[config.mk]
export PLATFORM = sky130hd
export DESIGN_NAME = video_timing_gen
export DESIGN_NICKNAME = d
export VERILOG_FILES = /design/src/rtl/video_timing_gen.sv
export SDC_FILE = /design/constraint.sdc
export NUM_CORES = 1
export LEC_CHECK = 0
export BUFFER_PORTS_ARGS = -buffer_cell sky130_fd_sc_hd__buf_2
export CAP_MARGIN = 30
export CORE_MARGIN = 3
export CORE_UTILIZATION = 30
export CTS_BUF_LIST = sky130_fd_sc_hd__clkbuf_8
export DETAILED_ROUTE_END_ITERATION = 7
export SYNTH_ARGS = -nofsm -noshare
export SYNTH_HDL_FRONTEND = slang
export SYNTH_SLANG_ARGS = --single-unit
[constraint.sdc]
create_clock -name clk_in -period 2.5 [get_ports clk_in]
set_input_delay 0.25 -clock clk_in [delete_from_list [all_inputs] [get_ports clk_in]]
set_output_delay 0.25 -clock clk_in [all_outputs]
set_load 0.02 [all_outputs]
[src/rtl/video_timing_gen.sv]
`timescale 1ns/1ps
// video_timing_gen: free-running raster counters with registered sync, active-draw and
// frame-start strobes. Define VIDEO_TIMING_GEN_FRAME_COUNT_EN to build the frame counter.
module video_timing_gen #(
  parameter int ACTIVE_H = 1280,
  parameter int H_FRONT  = 110,
  parameter int H_SYNC   = 40,
  parameter int H_BACK   = 220,
  parameter int ACTIVE_V = 720,
  parameter int V_FRONT  = 5,
  parameter int V_SYNC   = 5,
  parameter int V_BACK   = 20,
  parameter int FC_WIDTH = 6
) (
  input  logic                clk_in,
  input  logic                rst_in,
  output logic [10:0]         hcount_out,
  output logic [9:0]          vcount_out,
  output logic                hsync_out,
  output logic                vsync_out,
  output logic                ad_out,
  output logic                new_frame_out,
  output logic [FC_WIDTH-1:0] frame_count_out
);

  localparam int TOTAL_H  = ACTIVE_H + H_FRONT + H_SYNC + H_BACK;
  localparam int TOTAL_V  = ACTIVE_V + V_FRONT + V_SYNC + V_BACK;
  localparam int HS_START = ACTIVE_H + H_FRONT;
  localparam int HS_END   = HS_START + H_SYNC;
  localparam int VS_START = ACTIVE_V + V_FRONT;
  localparam int VS_END   = VS_START + V_SYNC;

  localparam logic [10:0] H_LAST = 11'(TOTAL_H - 1);
  localparam logic [9:0]  V_LAST = 10'(TOTAL_V - 1);

  generate
    if (TOTAL_H > 2048 || TOTAL_V > 1024 || TOTAL_H < 1 || TOTAL_V < 1) begin : g_bad_timing
      $error("video_timing_gen: TOTAL_H must be 1..2048 and TOTAL_V 1..1024");
    end
  endgenerate

  logic        r_started;
  logic [10:0] w_h_next;
  logic [9:0]  w_v_next;
  logic        w_hsync_next;
  logic        w_vsync_next;
  logic        w_ad_next;
  logic        w_new_frame_next;

  // Next position; the first edge after reset presents (0,0) rather than advancing.
  always_comb begin
    w_h_next = '0;
    w_v_next = '0;
    if (r_started) begin
      if (hcount_out == H_LAST) begin
        w_h_next = '0;
        w_v_next = (vcount_out == V_LAST) ? 10'd0 : vcount_out + 10'd1;
      end else begin
        w_h_next = hcount_out + 11'd1;
        w_v_next = vcount_out;
      end
    end
  end

  // Strobes are decoded from the next position so they register alongside the counts.
  always_comb begin
    w_hsync_next     = (int'(w_h_next) >= HS_START) && (int'(w_h_next) < HS_END);
    w_vsync_next     = (int'(w_v_next) >= VS_START) && (int'(w_v_next) < VS_END);
    w_ad_next        = (int'(w_h_next) < ACTIVE_H) && (int'(w_v_next) < ACTIVE_V);
    w_new_frame_next = (int'(w_h_next) == ACTIVE_H) && (int'(w_v_next) == ACTIVE_V);
  end

  always_ff @(posedge clk_in or posedge rst_in) begin
    if (rst_in) begin
      r_started     <= 1'b0;
      hcount_out    <= '0;
      vcount_out    <= '0;
      hsync_out     <= 1'b0;
      vsync_out     <= 1'b0;
      ad_out        <= 1'b0;
      new_frame_out <= 1'b0;
    end else begin
      r_started     <= 1'b1;
      hcount_out    <= w_h_next;
      vcount_out    <= w_v_next;
      hsync_out     <= w_hsync_next;
      vsync_out     <= w_vsync_next;
      ad_out        <= w_ad_next;
      new_frame_out <= w_new_frame_next;
    end
  end

`ifdef VIDEO_TIMING_GEN_FRAME_COUNT_EN
  logic [FC_WIDTH-1:0] r_frame_count;

  always_ff @(posedge clk_in or posedge rst_in) begin
    if (rst_in) begin
      r_frame_count <= '0;
    end else if (w_new_frame_next) begin
      r_frame_count <= r_frame_count + FC_WIDTH'(1);
    end
  end

  assign frame_count_out = r_frame_count;
`else
  assign frame_count_out = '0;
`endif

endmodule

==> impl_metrics.yaml <==
run_status:
  status: "finished, violations left"
  violations: "negative setup slack"
clocking:
  cts_num_sinks: 26
  clock-root-buffer: "clkbuf_8"
  clk_path_buf_depth: 2
  cts_tree: "yes"
  insertion_delay_ps: 270
  cts_htree_levels: 1
  clkTransAtPathRegs_ps: 100
  numCtsBuffers: 3
floorplanning:
  start_util_pct: 31.4
  io_pins: 33
  die_w_um: 82.4
  die_h_um: 82.4
  die_area_mm2: 0.00680
  coreArea_mm2: 0.00557
  row_count: 27
timing:
  slew_violations: 0
  rsz0062_at_grt: "yes"
  finalCritPeriodShare_pct: 102
  finalCriticalPeriod_ps: 2550
  fmax_ghz: 0.392
  setup_viol: 1
  skew_ps: 7.09
  finalHoldViolations: 0
  setup_slack_ps: -49.4
  whs_ps: 492
critical_path:
  crit_chain: "inv_2 > ha_4 > and4bb_4 > nand4_4 > or4b_4 > a311o_1 > or4b_4 > a2111oi_4"
  cpMostUsedCell: "or4b_4"
  critPathTopFamily: "simple AND/OR/NAND/NOR gates"
  cpMaxStageDelayCell: "or4b_4"
  crit_buf_inv: 1
  crit_type: "reg2reg"
  slowest_delay_ps: 520
  cp_max_fo: 2
  worstSetupStartpointType: "flip-flop"
  worst_ep_required_time_ps: 2670
  crit_path_end_kind: "flip-flop"
  arrival_ps: 2720
power:
  seqPwrFrac_pct: 56.0
  leakage_uw: 0.000982
  peakVddDrop_mv: 0.264
  switching_power_uw: 201
  power_uw: 768
  intPower_uw: 567
  swShare_pct: 26.2
  p_comb_share_pct: 11.5
  p_clk_share_pct: 32.5
  p_per_area_mw_per_mm2: 349
cells_and_area:
  nNetsFinal: 254
  multi_input_area_mm2: 0.00103
  n_fill_cell: 589
  seq_area_um2: 653
  final_common_cell: "buf_4"
  mostFrequentLayoutCells: "29 x buf_4, 26 x buf_2, 24 x nor2_1, 24 x dfrtp_1, 14 x nand2_1"
  final_core_util_pct: 39.4
  area_growth_pct: 25.4
  layout-drive-gt1-share_pct: 29.1
  antennaDiodeCount: 0
yosys:
  syn_inst: 197
  syn_avg_cell_area_um2: 8.90
  ys_types: 54
  yosys.area.top_type: "dfrtp_1"
  synth-async-reset-ratio_pct: 100
  synth.cell_area_mm2: 0.00175
  synth-seq-area-share_pct: 37.1
  synth_edf_count: 0
  ys.warnings.count: 0
  yosys-top-cells-area: "dfrtp_1 37%, nor2_1 5.1%, xnor2_1 5.0%, nand2_1 3.0%, ha_1 2.9%"
  ys_ff_latch: 26
  synthDominantCellAreaShare_pct: 37.1
  synth_ff_type: "dfrtp_1"
routing:
  drtIter0Drc: 121
  drc_errors: 0
  wl_per_cell_um: 14.4
  wl_um: 4600
  ant_nets: 0
  via_count: 1628
  routed_via_density: 5.10
  dr.pass1.iters: 4
place:
  port_buffers: 26
  gp_congestion: 0.899
  post-dp-hpwl_um: 3570
  place_worst_setup_slack_ps: 2.51
global_route:
  antenna_found_initial: 0
  grt_start_max_net_pins: 18
  first_global_vias: 1453
  overflow: 0
  grt_pass1_wl_um: 7290
  track_usage_pct: 14.2
job:
  drv_cap: 0
hold_path:
  hold_class: "in2async"
[power groups by stage]
stage / Clock (uW) / Sequential (uW) / Combinational, uW
finish: 250 / 430 / 88.7
global route: 272 / 431 / 98.0
CTS: 257 / 430 / 89.4
detailed placement: 0 / 438 / 88.1
global placement: 0 / 438 / 86.6
floorplan: 0 / 446 / 54.9
[through the flow]
step | std cells | instance area (um^2) | setup TNS [ps]
after floorplan | 202 | 1800 | -117
after global placement | 314 | 2140 | 0
after detailed placement | 314 | 2140 | 0
after CTS | 319 | 2190 | -44.3
after global routing | 319 | 2200 | -158
final | 319 | 2200 | -49.4
[final cells by class]
class	count	area share, %
Multi-Input combinational cell	155	46.8
Sequential cell	26	29.7
Timing Repair Buffer	56	16.3
Tap cell	72	4.10
Clock buffer	3	1.88
Inverter	6	1.02
Clock inverter	1	0.171
[synthesized netlist by cell type, types with 6 or more instances]
| library cell | number |
|---|---|
| a21oi_1 | 8 |
| buf_4 | 6 |
| dfrtp_1 | 26 |
| inv_1 | 6 |
| nand2_1 | 14 |
| nand3_1 | 8 |
| nand4_1 | 7 |
| nor2_1 | 24 |
| nor3_1 | 6 |
| o21ai_0 | 6 |
| xnor2_1 | 10 |
[final timing paths]
path / from / endpoint / slack [ps] / depth (start not counted)
setup / recovery: hcount_out[1] / new_frame_out / -50 / 8
hold / removal: rst_in / hcount_out[2] / 490 / 3
setup reg to reg: hcount_out[1] / new_frame_out / -50 / 8
hold reg to reg: hcount_out[0] / hcount_out[1] / 620 / 2
max in group asynchronous: rst_in / hcount_out[1] / 1410 / 4
min in group clk_in: hcount_out[0] / hcount_out[1] / 620 / 2
[cell families after synthesis]
logic type | synth area share [%]
adder cells (fa/ha/maj) | 2.86
flip-flops | 37.1
AO/OA/AOI/OAI | 15.4
other | 0.428
multiplexers | 0.642
buffers and inverters | 6.42
XOR/XNOR | 7.49
AND/OR/NAND/NOR | 29.6
[sequential cells by signal (all words and copies together), names as in the netlist]
signal,count
vsync_out,1
new_frame_out,1
hcount_out,11
r_started,1
hsync_out,1
ad_out,1
vcount_out,10
[per-layer routing]
metal | vias up | wire length [um] | global-route usage [%]
li1 | 799 | - | -
met4 | 0 | 65 | 4.49
met5 | - | 0 | 0
met3 | 8 | 214 | 2.28
met1 | 781 | 2260 | 20.0
met2 | 40 | 2060 | 22.0
[worst min-delay path, cell delays in order]
cell,delay (ps)
dlygate4sd3_1,530
buf_2,120
inv_1,300
[what timing repair did]
| item | CTS | global route |
|---|---|---|
| endpoints found under the hold margin | 9 | 0 |
| resized for setup | 0 | 2 |
| buffers inserted | 0 | 0 |
| hold buffers | 1 | 0 |
| setup endpoints to repair | 1 | 3 |
No activity file was read; power rests on OpenSTA's default activity.
